`src/rtl/cp0_exc.sv`:
```
// CP0 exception unit: SR/Cause/EPC/PRId, exception/interrupt entry, eret.
// Optional Count/Compare timer on IP[15] when CP0_TIMER_EN is defined.
module cp0_exc #(
    parameter logic [31:0] HANDLER_ADDR = 32'h0000_4180,
    parameter logic [31:0] PRID_VAL     = 32'h0000_0000
) (
    input  logic        Clk,
    input  logic        Reset,
    input  logic [31:0] PCM,
    input  logic [4:0]  ExcCodeM,
    input  logic        bdM,
    input  logic [5:0]  HWInt,
    input  logic        We,
    input  logic [4:0]  Addr,
    input  logic [31:0] Din,
    input  logic        EretM,
    output logic [31:0] Dout,
    output logic        exp_out,
    output logic [31:0] EPC,
    output logic [31:0] HandlerPC
);

    localparam int unsigned DW = 32;
    localparam logic [4:0] A_COUNT   = 5'd9;
    localparam logic [4:0] A_COMPARE = 5'd11;
    localparam logic [4:0] A_SR      = 5'd12;
    localparam logic [4:0] A_CAUSE   = 5'd13;
    localparam logic [4:0] A_EPC     = 5'd14;
    localparam logic [4:0] A_PRID    = 5'd15;

    typedef enum logic {NORMAL = 1'b0, HANDLER = 1'b1} exl_state_e;

    exl_state_e      state_q, state_d;
    logic [5:0]      im_q, im_d;
    logic            ie_q, ie_d;
    logic            bd_q, bd_d;
    logic [5:0]      ip_q, ip_d;
    logic [4:0]      exc_code_q, exc_code_d;
    logic [DW-1:0]   epc_q, epc_d;

    logic            exl;
    logic            int_pend;
    logic            mtc_we;
    logic            timer_ip;
    logic [DW-1:0]   pc_sel;

    assign exl       = (state_q == HANDLER);
    assign int_pend  = (|(ip_q & im_q)) & ie_q & ~exl;
    assign exp_out   = int_pend | ((ExcCodeM != 5'd0) & ~exl);
    assign mtc_we    = We & ~exp_out;
    assign EPC       = epc_q;
    assign HandlerPC = HANDLER_ADDR;
    assign pc_sel    = bdM ? (PCM - DW'(4)) : PCM;

`ifdef CP0_TIMER_EN
    logic [DW-1:0] count_q, count_d;
    logic [DW-1:0] compare_q, compare_d;
    logic          tflag_q, tflag_d;

    // Free-running counter; the match flag stays set until Compare is rewritten
    always_comb begin
        count_d   = count_q + DW'(1);
        compare_d = compare_q;
        tflag_d   = tflag_q;
        if (count_q == compare_q) tflag_d = 1'b1;
        if (mtc_we && Addr == A_COUNT) count_d = Din;
        if (mtc_we && Addr == A_COMPARE) begin
            compare_d = Din;
            tflag_d   = 1'b0;
        end
    end

    always_ff @(posedge Clk or negedge Reset) begin
        if (!Reset) begin
            count_q   <= '0;
            compare_q <= '0;
            tflag_q   <= 1'b0;
        end else begin
            count_q   <= count_d;
            compare_q <= compare_d;
            tflag_q   <= tflag_d;
        end
    end

    assign timer_ip = tflag_q;
`else
    assign timer_ip = 1'b0;
`endif

    // Exception entry wins over mtc0; eret is applied after any SR write
    always_comb begin
        state_d    = state_q;
        im_d       = im_q;
        ie_d       = ie_q;
        bd_d       = bd_q;
        exc_code_d = exc_code_q;
        epc_d      = epc_q;
        ip_d       = HWInt | {timer_ip, 5'b0};
        if (exp_out) begin
            state_d    = HANDLER;
            bd_d       = bdM;
            exc_code_d = int_pend ? 5'd0 : ExcCodeM;
            epc_d      = pc_sel & 32'hFFFF_FFFC;
        end else begin
            if (mtc_we && Addr == A_SR) begin
                im_d    = Din[15:10];
                ie_d    = Din[0];
                state_d = Din[1] ? HANDLER : NORMAL;
            end
            if (mtc_we && Addr == A_EPC) epc_d = Din;
            if (EretM) state_d = NORMAL;
        end
    end

    always_ff @(posedge Clk or negedge Reset) begin
        if (!Reset) begin
            state_q    <= NORMAL;
            im_q       <= '0;
            ie_q       <= 1'b0;
            bd_q       <= 1'b0;
            ip_q       <= '0;
            exc_code_q <= '0;
            epc_q      <= '0;
        end else begin
            state_q    <= state_d;
            im_q       <= im_d;
            ie_q       <= ie_d;
            bd_q       <= bd_d;
            ip_q       <= ip_d;
            exc_code_q <= exc_code_d;
            epc_q      <= epc_d;
        end
    end

    // mfc0 read mux, pre-edge state only
    always_comb begin
        Dout = '0;
        case (Addr)
            A_SR:    Dout = {16'b0, im_q, 8'b0, exl, ie_q};
            A_CAUSE: Dout = {bd_q, 15'b0, ip_q, 3'b0, exc_code_q, 2'b0};
            A_EPC:   Dout = epc_q;
            A_PRID:  Dout = PRID_VAL;
`ifdef CP0_TIMER_EN
            A_COUNT:   Dout = count_q;
            A_COMPARE: Dout = compare_q;
`endif
            default: Dout = '0;
        endcase
    end

endmodule

```
`config.mk`:
```
export PLATFORM = sky130hd
export DESIGN_NAME = cp0_exc
export DESIGN_NICKNAME = d
export VERILOG_FILES = /design/src/rtl/cp0_exc.sv
export SDC_FILE = /design/constraint.sdc
export NUM_CORES = 1
export LEC_CHECK = 0
export BUFFER_PORTS_ARGS = -buffer_cell sky130_fd_sc_hd__buf_2
export CAP_MARGIN = 20
export CORE_MARGIN = 2
export CORE_UTILIZATION = 42
export DETAILED_ROUTE_END_ITERATION = 7
export GPL_TIMING_DRIVEN = 0
export PLACE_DENSITY = 0.9
export SLEW_MARGIN = 10
export SYNTH_ARGS = -nofsm -noshare
export SYNTH_HDL_FRONTEND = slang
export SYNTH_SLANG_ARGS = --single-unit
```
`constraint.sdc`:
```
create_clock -name Clk -period 2.1 [get_ports Clk]
set_input_delay 0.525 -clock Clk [delete_from_list [all_inputs] [get_ports Clk]]
set_output_delay 0.525 -clock Clk [all_outputs]
set_load 0.05 [all_outputs]
```
==> metrics.txt, run 1 <==
# TYPE chip_impl_metric gauge
chip_impl_metric{name="register_bit_total_from_synthesis",unit=""} 52
chip_impl_metric{name="post_place_setup_slack",unit="ns"} -0.5424
chip_impl_metric{name="grt_pass1_wl",unit="um"} 18170
chip_impl_metric{name="post-route-cell-area",unit="um2"} 5504
chip_impl_metric{name="synth_async_sr_flop_share",unit=""} 1.000
chip_impl_info{name="failed_checks",value="setup timing"} 1
chip_impl_metric{name="num_antenna_cells",unit=""} 0
chip_impl_metric{name="detailed_place_hpwl",unit="um"} 8522
chip_impl_info{name="cts_tree",value="built"} 1
chip_impl_metric{name="clk-insertion-delay-late",unit="ns"} 0.31
chip_impl_metric{name="number_of_enable_flip_flop_cells_after_synthesis",unit=""} 0
chip_impl_info{name="ctsRootBufferMaster",value="sky130_fd_sc_hd__clkbuf_8"} 1
chip_impl_metric{name="number_of_global_route_vias_before_repair",unit=""} 3533
chip_impl_metric{name="tritoncts.num_buffers",unit=""} 5
chip_impl_metric{name="synth_cell_type_count",unit=""} 46
chip_impl_metric{name="power.ir.vdd_worst",unit="mV"} 0.6215
chip_impl_metric{name="fin_worst_skew",unit="ns"} 0.01365
chip_impl_info{name="final_common_cell",value="sky130_fd_sc_hd__buf_2"} 1
chip_impl_metric{name="track_usage",unit=""} 0.2659
chip_impl_metric{name="worst-endpoint-arrival",unit="ns"} 1.78
chip_impl_metric{name="clkTransAtPathRegs",unit="ns"} 0.10
chip_impl_metric{name="setup-violations-final",unit=""} 21
chip_impl_metric{name="die_width",unit="um"} 95.01
chip_impl_metric{name="antenna_left",unit=""} 0
chip_impl_metric{name="drc_errors",unit=""} 0
chip_impl_metric{name="floorplan.die_area",unit="um2"} 9026
chip_impl_metric{name="route.detailed.vias_per_inst",unit=""} 5.185
chip_impl_info{name="unrepaired_setup_endpoints_after_global_routing",value="yes"} 1
chip_impl_metric{name="slew_at_the_pin_closest_to_its_max_slew_limit",unit="ns"} 0.7767
chip_impl_metric{name="number_of_violations_reported_at_the_end_of_detailed_routing_iteration_0",unit=""} 184
chip_impl_metric{name="grt_antenna_before_repair",unit=""} 0
chip_impl_metric{name="placeableCoreArea",unit="um2"} 8134
chip_impl_info{name="type_of_element_capturing_the_critical_path",value="output port"} 1
chip_impl_metric{name="htree_levels",unit=""} 2
chip_impl_metric{name="final_nets",unit=""} 649
chip_impl_metric{name="yosysWarningCount",unit=""} 0
chip_impl_metric{name="synth_sequential_area_ratio",unit=""} 0.3741
chip_impl_metric{name="number_of_max_slew_violations_in_the_final_report",unit=""} 0
chip_impl_metric{name="gp_congestion",unit=""} 0.8457
chip_impl_info{name="status",value="finished with violations"} 1
chip_impl_metric{name="synthesis.area",unit="um2"} 3478
chip_impl_info{name="critical_path_class",value="register to output port"} 1
chip_impl_metric{name="wl_per_cell",unit="um"} 17.76
chip_impl_info{name="layout.cells.most_common_list",value="114 x sky130_fd_sc_hd__buf_2, 52 x sky130_fd_sc_hd__dfrtp_1, 50 x sky130_fd_sc_hd__mux2i_1"} 1
chip_impl_metric{name="drv_cap",unit=""} 0
chip_impl_metric{name="slew_headroom",unit=""} 0.4822
chip_impl_metric{name="clock_sinks",unit=""} 52
chip_impl_metric{name="post-route-min-period",unit="ns"} 2.307
chip_impl_metric{name="dr.pass1.iters",unit=""} 4
chip_impl_metric{name="cts.path.max_buffers",unit=""} 2
chip_impl_metric{name="syn-mean-instance-area",unit="um2"} 9.689
chip_impl_info{name="worstSetupStartpointType",value="register"} 1
chip_impl_metric{name="floorplan.rows",unit=""} 33
chip_impl_metric{name="floorplan.initialDensity",unit=""} 0.4276
chip_impl_metric{name="totalNegativeSetupSlack",unit="ns"} -0.4726
chip_impl_metric{name="io_pins",unit=""} 182
chip_impl_metric{name="grt_max_degree",unit=""} 36
chip_impl_metric{name="synth_top_area_share",unit=""} 0.3741
chip_impl_metric{name="power.density_cell_area",unit="nW/um2"} 990.4
chip_impl_metric{name="post_syn_instances",unit=""} 359
chip_impl_metric{name="finalWorstSetupSlack",unit="ns"} -0.2074
chip_impl_info{name="hold_path_class",value="primary input to async pin"} 1
chip_impl_info{name="cell_accounting_for_the_most_synthesized_area",value="sky130_fd_sc_hd__dfrtp_1"} 1
chip_impl_metric{name="layout-drive-gt1-share",unit=""} 0.4947
chip_impl_metric{name="path_max_fanout",unit=""} 3
chip_impl_metric{name="clock.fmax",unit="GHz"} 0.4334
chip_impl_info{name="ys_top_cells_by_area",value="sky130_fd_sc_hd__dfrtp_1 37%, sky130_fd_sc_hd__mux2i_1 14%, sky130_fd_sc_hd__buf_4 7.1%, sky130_fd_sc_hd__xnor2_1 5.0%, sky130_fd_sc_hd__nand2_1 4.2%"} 1
chip_impl_metric{name="place_area",unit="um2"} 4718
chip_impl_metric{name="leakagePower",unit="uW"} 0.002914
chip_impl_metric{name="total_length_of_routed_wires",unit="um"} 11880
chip_impl_metric{name="area_growth",unit="%"} 58.24
chip_impl_metric{name="totalPowerFinal",unit="uW"} 5451
chip_impl_metric{name="worst-endpoint-required",unit="ns"} 1.57
chip_impl_metric{name="timing.final.hold_violations",unit=""} 0
chip_impl_metric{name="min_period_over_period",unit=""} 1.099
chip_impl_metric{name="dr_total_vias",unit=""} 3469
chip_impl_info{name="postSynth.topFlopCell",value="sky130_fd_sc_hd__dfrtp_1"} 1
chip_impl_metric{name="finish.utilization",unit=""} 0.6767
chip_impl_metric{name="die_y",unit="um"} 95.01
chip_impl_metric{name="place.port_buffers",unit=""} 145
chip_impl_metric{name="grt_remaining_overflow",unit=""} 0
report_power, final:
group	internal (uW)	total, uW	switching [uW]
Sequential	1400	1800	399
Combinational	927	3030	2110
Clock	269	618	348
synthesized netlist by cell type, drive strengths merged (4+ instances only):
cell type and count:
dfrtp 52, nor3 13, nor4 6, o21ai 22, buf 40, clkbuf 7, nand3 9, or3 6
nand3b 4, mux2i 50, and2 18, a22o 11, xnor2 20, inv 5, nor2 15, nand2 39
mux2 7
layout make-up:
class / instances / area (um2)
multi-input cells: 285 / 2233
plain buffers: 46 / 411.6
repair buffers: 168 / 1314
clock inverters: 1 / 7.507
fillers: 622 / 2630
inverters: 5 / 18.77
flip-flops and latches: 52 / 1301
clock buffers: 7 / 86.33
well taps: 105 / 131.4
flip-flops by register name (all words and copies together) (netlist names):
name	flops
exc_code_q	5
ip_q	6
ie_q	1
EPC	32
im_q	6
exl	1
bd_q	1
what timing repair did:
item	in CTS	in global routing
buffers inserted	16	8
pin swaps	23	9
gates cloned	4	0
gates resized for setup	123	23
setup endpoints to repair	63	51
hold buffers	0	0
cell families after synthesis:
kind of cell / after synthesis / synth area share
other: 2 / 0.002159
AND/OR/NAND/NOR: 121 / 0.2007
XOR/XNOR: 23 / 0.05792
AO/OA/AOI/OAI: 51 / 0.09892
flip-flops: 52 / 0.3741
adder cells (fa/ha/maj): 1 / 0.003597
buffers and inverters: 52 / 0.09605
multiplexers: 57 / 0.1665
worst paths after layout:
kind	startpoint	endpoint	slack, ns	cells after the start
max in group asynchronous	Reset	EPC[11]	1.39	2
min in group Clk	HWInt[1]	ip_q[1]	0.31	1
worst min register to register	exc_code_q[2]	exc_code_q[2]	0.53	2
worst max-delay path	ip_q[3]	exp_out	-0.21	6
worst min-delay path	Reset	EPC[7]	0.16	1
worst max register to register	ip_q[3]	ie_q	0.01	6
through the flow:
| step | std cells | hold WS (ns) |
|---|---|---|
| final | 669 | 0.1554 |
| after global routing | 669 | 0.1834 |
| after CTS | 667 | 0.1612 |
| after detailed placement | 640 | 0.4730 |
| after global placement | 639 | 0.4547 |
| after floorplan | 389 | 0.2294 |
worst max-delay path, stage by stage, from the launching register on:
cell and delay [ns]:
sky130_fd_sc_hd__dfrtp_1 0.40, sky130_fd_sc_hd__a22o_1 0.27, sky130_fd_sc_hd__o31ai_4 0.29, sky130_fd_sc_hd__a21o_1 0.17, sky130_fd_sc_hd__inv_2 0.06, sky130_fd_sc_hd__clkbuf_16 0.15
sky130_fd_sc_hd__buf_12 0.14
per-layer routing:
metal,global-route usage,vias up,routed length (um)
met5,0,-,0
met4,0.09903,0,285
met3,0.03671,21,759
met2,0.4722,140,6201
met1,0.3265,1683,4636
li1,-,1625,-
Power figures use the tool's default switching activity.
==> run 2: changes to the inputs <==
==> constraint.sdc (replaced) <==
create_clock -name Clk -period 1.99 [get_ports Clk]
set_input_delay 0.4975 -clock Clk [delete_from_list [all_inputs] [get_ports Clk]]
set_output_delay 0.4975 -clock Clk [all_outputs]
set_load 0.05 [all_outputs]
==> run 2 against run 1 <==
  * The run still ends with setup timing left
  * Sequential share of layout area is 0.46 points lower
  * Clock power up 3.6%
  * Sequential power increased by 6%
  * Non-clock buffer count increased by 12
  * Die area stayed put
  * Register-to-register slack got worse by 0.04 ns
  * Combinational power rose by 9.2%
  * Global-route usage decreased by 0.55 points
  * Critical endpoint unchanged
  * Largest cell class unchanged
==> metrics.txt, run 2 (synthesis gave the netlist of run 1 again) <==
# TYPE chip_impl_metric gauge
chip_impl_info{name="cts_tree",value="built"} 1
chip_impl_metric{name="grt_remaining_overflow",unit=""} 0
chip_impl_metric{name="clock.fmax",unit="GHz"} 0.4369
chip_impl_metric{name="dr_total_vias",unit=""} 3448
chip_impl_metric{name="floorplan.rows",unit=""} 33
chip_impl_metric{name="timing.final.hold_violations",unit=""} 0
chip_impl_metric{name="reg2reg_depth",unit=""} 6
chip_impl_metric{name="largest_reg_flops",unit=""} 32
chip_impl_metric{name="critical_path.max_stage_delay",unit="ns"} 0.41
chip_impl_metric{name="die_y",unit="um"} 95.01
chip_impl_metric{name="worst-endpoint-arrival",unit="ns"} 1.79
chip_impl_metric{name="htree_levels",unit=""} 2
chip_impl_metric{name="routed-wl-met2",unit="um"} 6183
chip_impl_metric{name="timing.hold.ws",unit="ns"} 0.1832
chip_impl_metric{name="slew_headroom",unit=""} 0.5880
chip_impl_info{name="failed_checks",value="setup timing"} 1
chip_impl_metric{name="track_usage",unit=""} 0.2604
chip_impl_metric{name="place_area",unit="um2"} 4741
chip_impl_metric{name="number_of_max_slew_violations_in_the_final_report",unit=""} 0
chip_impl_info{name="critical_path_class",value="register to output port"} 1
chip_impl_metric{name="setup-violations-final",unit=""} 45
chip_impl_metric{name="num_antenna_cells",unit=""} 0
chip_impl_metric{name="grt_pass1_wl",unit="um"} 17960
chip_impl_metric{name="wl_per_cell",unit="um"} 17.46
chip_impl_info{name="ctsRootBufferMaster",value="sky130_fd_sc_hd__clkbuf_8"} 1
chip_impl_metric{name="number_of_global_route_vias_before_repair",unit=""} 3547
chip_impl_metric{name="drc_errors",unit=""} 0
chip_impl_info{name="type_of_element_capturing_the_critical_path",value="output port"} 1
chip_impl_metric{name="fin_worst_skew",unit="ns"} 0.01538
chip_impl_metric{name="layout-drive-gt1-share",unit=""} 0.5139
chip_impl_metric{name="hold_buffers",unit=""} 0
chip_impl_metric{name="number_of_violations_reported_at_the_end_of_detailed_routing_iteration_0",unit=""} 109
chip_impl_info{name="critical_path.cell_chain",value="a22o_1 > o31ai_4 > a21o_1 > inv_2 > clkbuf_16 > buf_12"} 1
chip_impl_info{name="cpMaxStageDelayCell",value="sky130_fd_sc_hd__dfrtp_1"} 1
chip_impl_metric{name="final_nets",unit=""} 661
chip_impl_metric{name="cts.path.max_buffers",unit=""} 2
chip_impl_info{name="worstSetupStartpointType",value="register"} 1
chip_impl_metric{name="tritoncts.num_buffers",unit=""} 5
chip_impl_metric{name="dr.pass1.iters",unit=""} 4
chip_impl_metric{name="drv_cap",unit=""} 0
chip_impl_info{name="status",value="finished with violations"} 1
chip_impl_metric{name="io_pins",unit=""} 182
chip_impl_metric{name="dpl.cell_count",unit=""} 640
chip_impl_metric{name="post-route-min-period",unit="ns"} 2.289
chip_impl_metric{name="path_max_fanout",unit=""} 3
chip_impl_metric{name="routedLengthMet1",unit="um"} 4756
chip_impl_metric{name="route.detailed.vias_per_inst",unit=""} 5.063
chip_impl_metric{name="worst-endpoint-required",unit="ns"} 1.49
chip_impl_info{name="layout.cells.most_common_list",value="113 x sky130_fd_sc_hd__buf_2, 61 x sky130_fd_sc_hd__buf_4, 52 x sky130_fd_sc_hd__dfrtp_1"} 1
chip_impl_metric{name="clock_sinks",unit=""} 52
chip_impl_metric{name="die_width",unit="um"} 95.01
chip_impl_info{name="hold_path_class",value="primary input to async pin"} 1
chip_impl_metric{name="min_period_over_period",unit=""} 1.150
chip_impl_metric{name="total_length_of_routed_wires",unit="um"} 11890
chip_impl_metric{name="power.ir.vdd_worst",unit="mV"} 0.5639
chip_impl_info{name="maxUsedRoutingLayer",value="met4"} 1
chip_impl_metric{name="met3RoutedLength",unit="um"} 698
chip_impl_metric{name="grt_antenna_before_repair",unit=""} 0
chip_impl_metric{name="fin_cells",unit=""} 681
chip_impl_metric{name="floorplan.die_area",unit="um2"} 9026
chip_impl_metric{name="post-route-cell-area",unit="um2"} 5614
chip_impl_info{name="critical-path-top-delay-family",value="compound AO/OA/AOI/OAI gates"} 1
chip_impl_metric{name="clk-insertion-delay-late",unit="ns"} 0.32
chip_impl_metric{name="grt_max_degree",unit=""} 30
chip_impl_metric{name="path_buf_inv",unit=""} 3
chip_impl_metric{name="slew_at_the_pin_closest_to_its_max_slew_limit",unit="ns"} 0.6180
chip_impl_metric{name="floorplan.initialDensity",unit=""} 0.4276
chip_impl_metric{name="power.density_cell_area",unit="nW/um2"} 1041
chip_impl_metric{name="post_place_setup_slack",unit="ns"} -0.5624
chip_impl_metric{name="clkTransAtPathRegs",unit="ns"} 0.11
chip_impl_metric{name="finalWorstSetupSlack",unit="ns"} -0.2987
chip_impl_info{name="final_common_cell",value="sky130_fd_sc_hd__buf_2"} 1
chip_impl_metric{name="totalNegativeSetupSlack",unit="ns"} -1.557
chip_impl_metric{name="antenna_left",unit=""} 0
chip_impl_metric{name="placeableCoreArea",unit="um2"} 8134
chip_impl_metric{name="area_growth",unit="%"} 61.40
chip_impl_metric{name="cp.depth",unit=""} 6
chip_impl_metric{name="leakagePower",unit="uW"} 0.002986
chip_impl_metric{name="detailed_place_hpwl",unit="um"} 8565
chip_impl_metric{name="gp_congestion",unit=""} 0.9092
chip_impl_metric{name="place.port_buffers",unit=""} 145
chip_impl_info{name="unrepaired_setup_endpoints_after_global_routing",value="yes"} 1
## run 2: power by group
part | total, uW | switching, uW | internal, uW
Combinational | 3310 | 2260 | 1050
Clock | 640 | 389 | 251
Sequential | 1900 | 416 | 1480
Total | 5840 | 3070 | 2780
## run 2: layout make-up
| cell class | count | area (um2) |
|---|---|---|
| Buffer | 44 | 372.9 |
| Clock buffer | 5 | 68.82 |
| Clock inverter | 3 | 21.27 |
| Fill cell | 627 | 2520 |
| Inverter | 5 | 18.77 |
| Multi-Input combinational cell | 285 | 2278 |
| Sequential cell | 52 | 1301 |
| Tap cell | 105 | 131.4 |
| Timing Repair Buffer | 182 | 1421 |
## run 2: path summary, 6_finish.rpt
check	slack, ns	from	end
worst max-delay path	-0.30	im_q[3]	exp_out
min in group Clk	0.29	HWInt[5]	ip_q[5]
worst max register to register	-0.03	im_q[3]	exl
worst min-delay path	0.18	Reset	EPC[4]
max in group asynchronous	1.23	Reset	ip_q[3]
worst min register to register	0.52	exc_code_q[2]	exc_code_q[2]
## run 2: worst register-to-register path, stage by stage, from the launching register on
cell and delay, ns:
sky130_fd_sc_hd__dfrtp_1 0.41, sky130_fd_sc_hd__a22o_1 0.25, sky130_fd_sc_hd__o31ai_4 0.30, sky130_fd_sc_hd__a21o_1 0.18, sky130_fd_sc_hd__buf_2 0.30, sky130_fd_sc_hd__buf_2 0.31
sky130_fd_sc_hd__o21ai_0 0.13
## run 2: per-layer routing
metal	GRT usage	vias to the layer above
met3	0.06385	20
met1	0.3096	1660
met2	0.4628	131
met5	0	-
li1	-	1637
met4	0.07850	0
## run 2: what timing repair did
| item | in CTS | in global routing |
|---|---|---|
| cloned | 3 | 0 |
| setup buffers | 23 | 16 |
| gates resized for setup | 124 | 36 |
| endpoints found under the setup margin | 77 | 69 |
| pin swaps | 27 | 8 |
## run 2: metrics by stage
step | total power (uW) | util
final | 5844 | 0.6902
after global routing | 6131 | 0.6902
after CTS | 5780 | 0.6767
after detailed placement | 4941 | 0.5828
after global placement | 4843 | 0.5804
after floorplan | 4111 | -
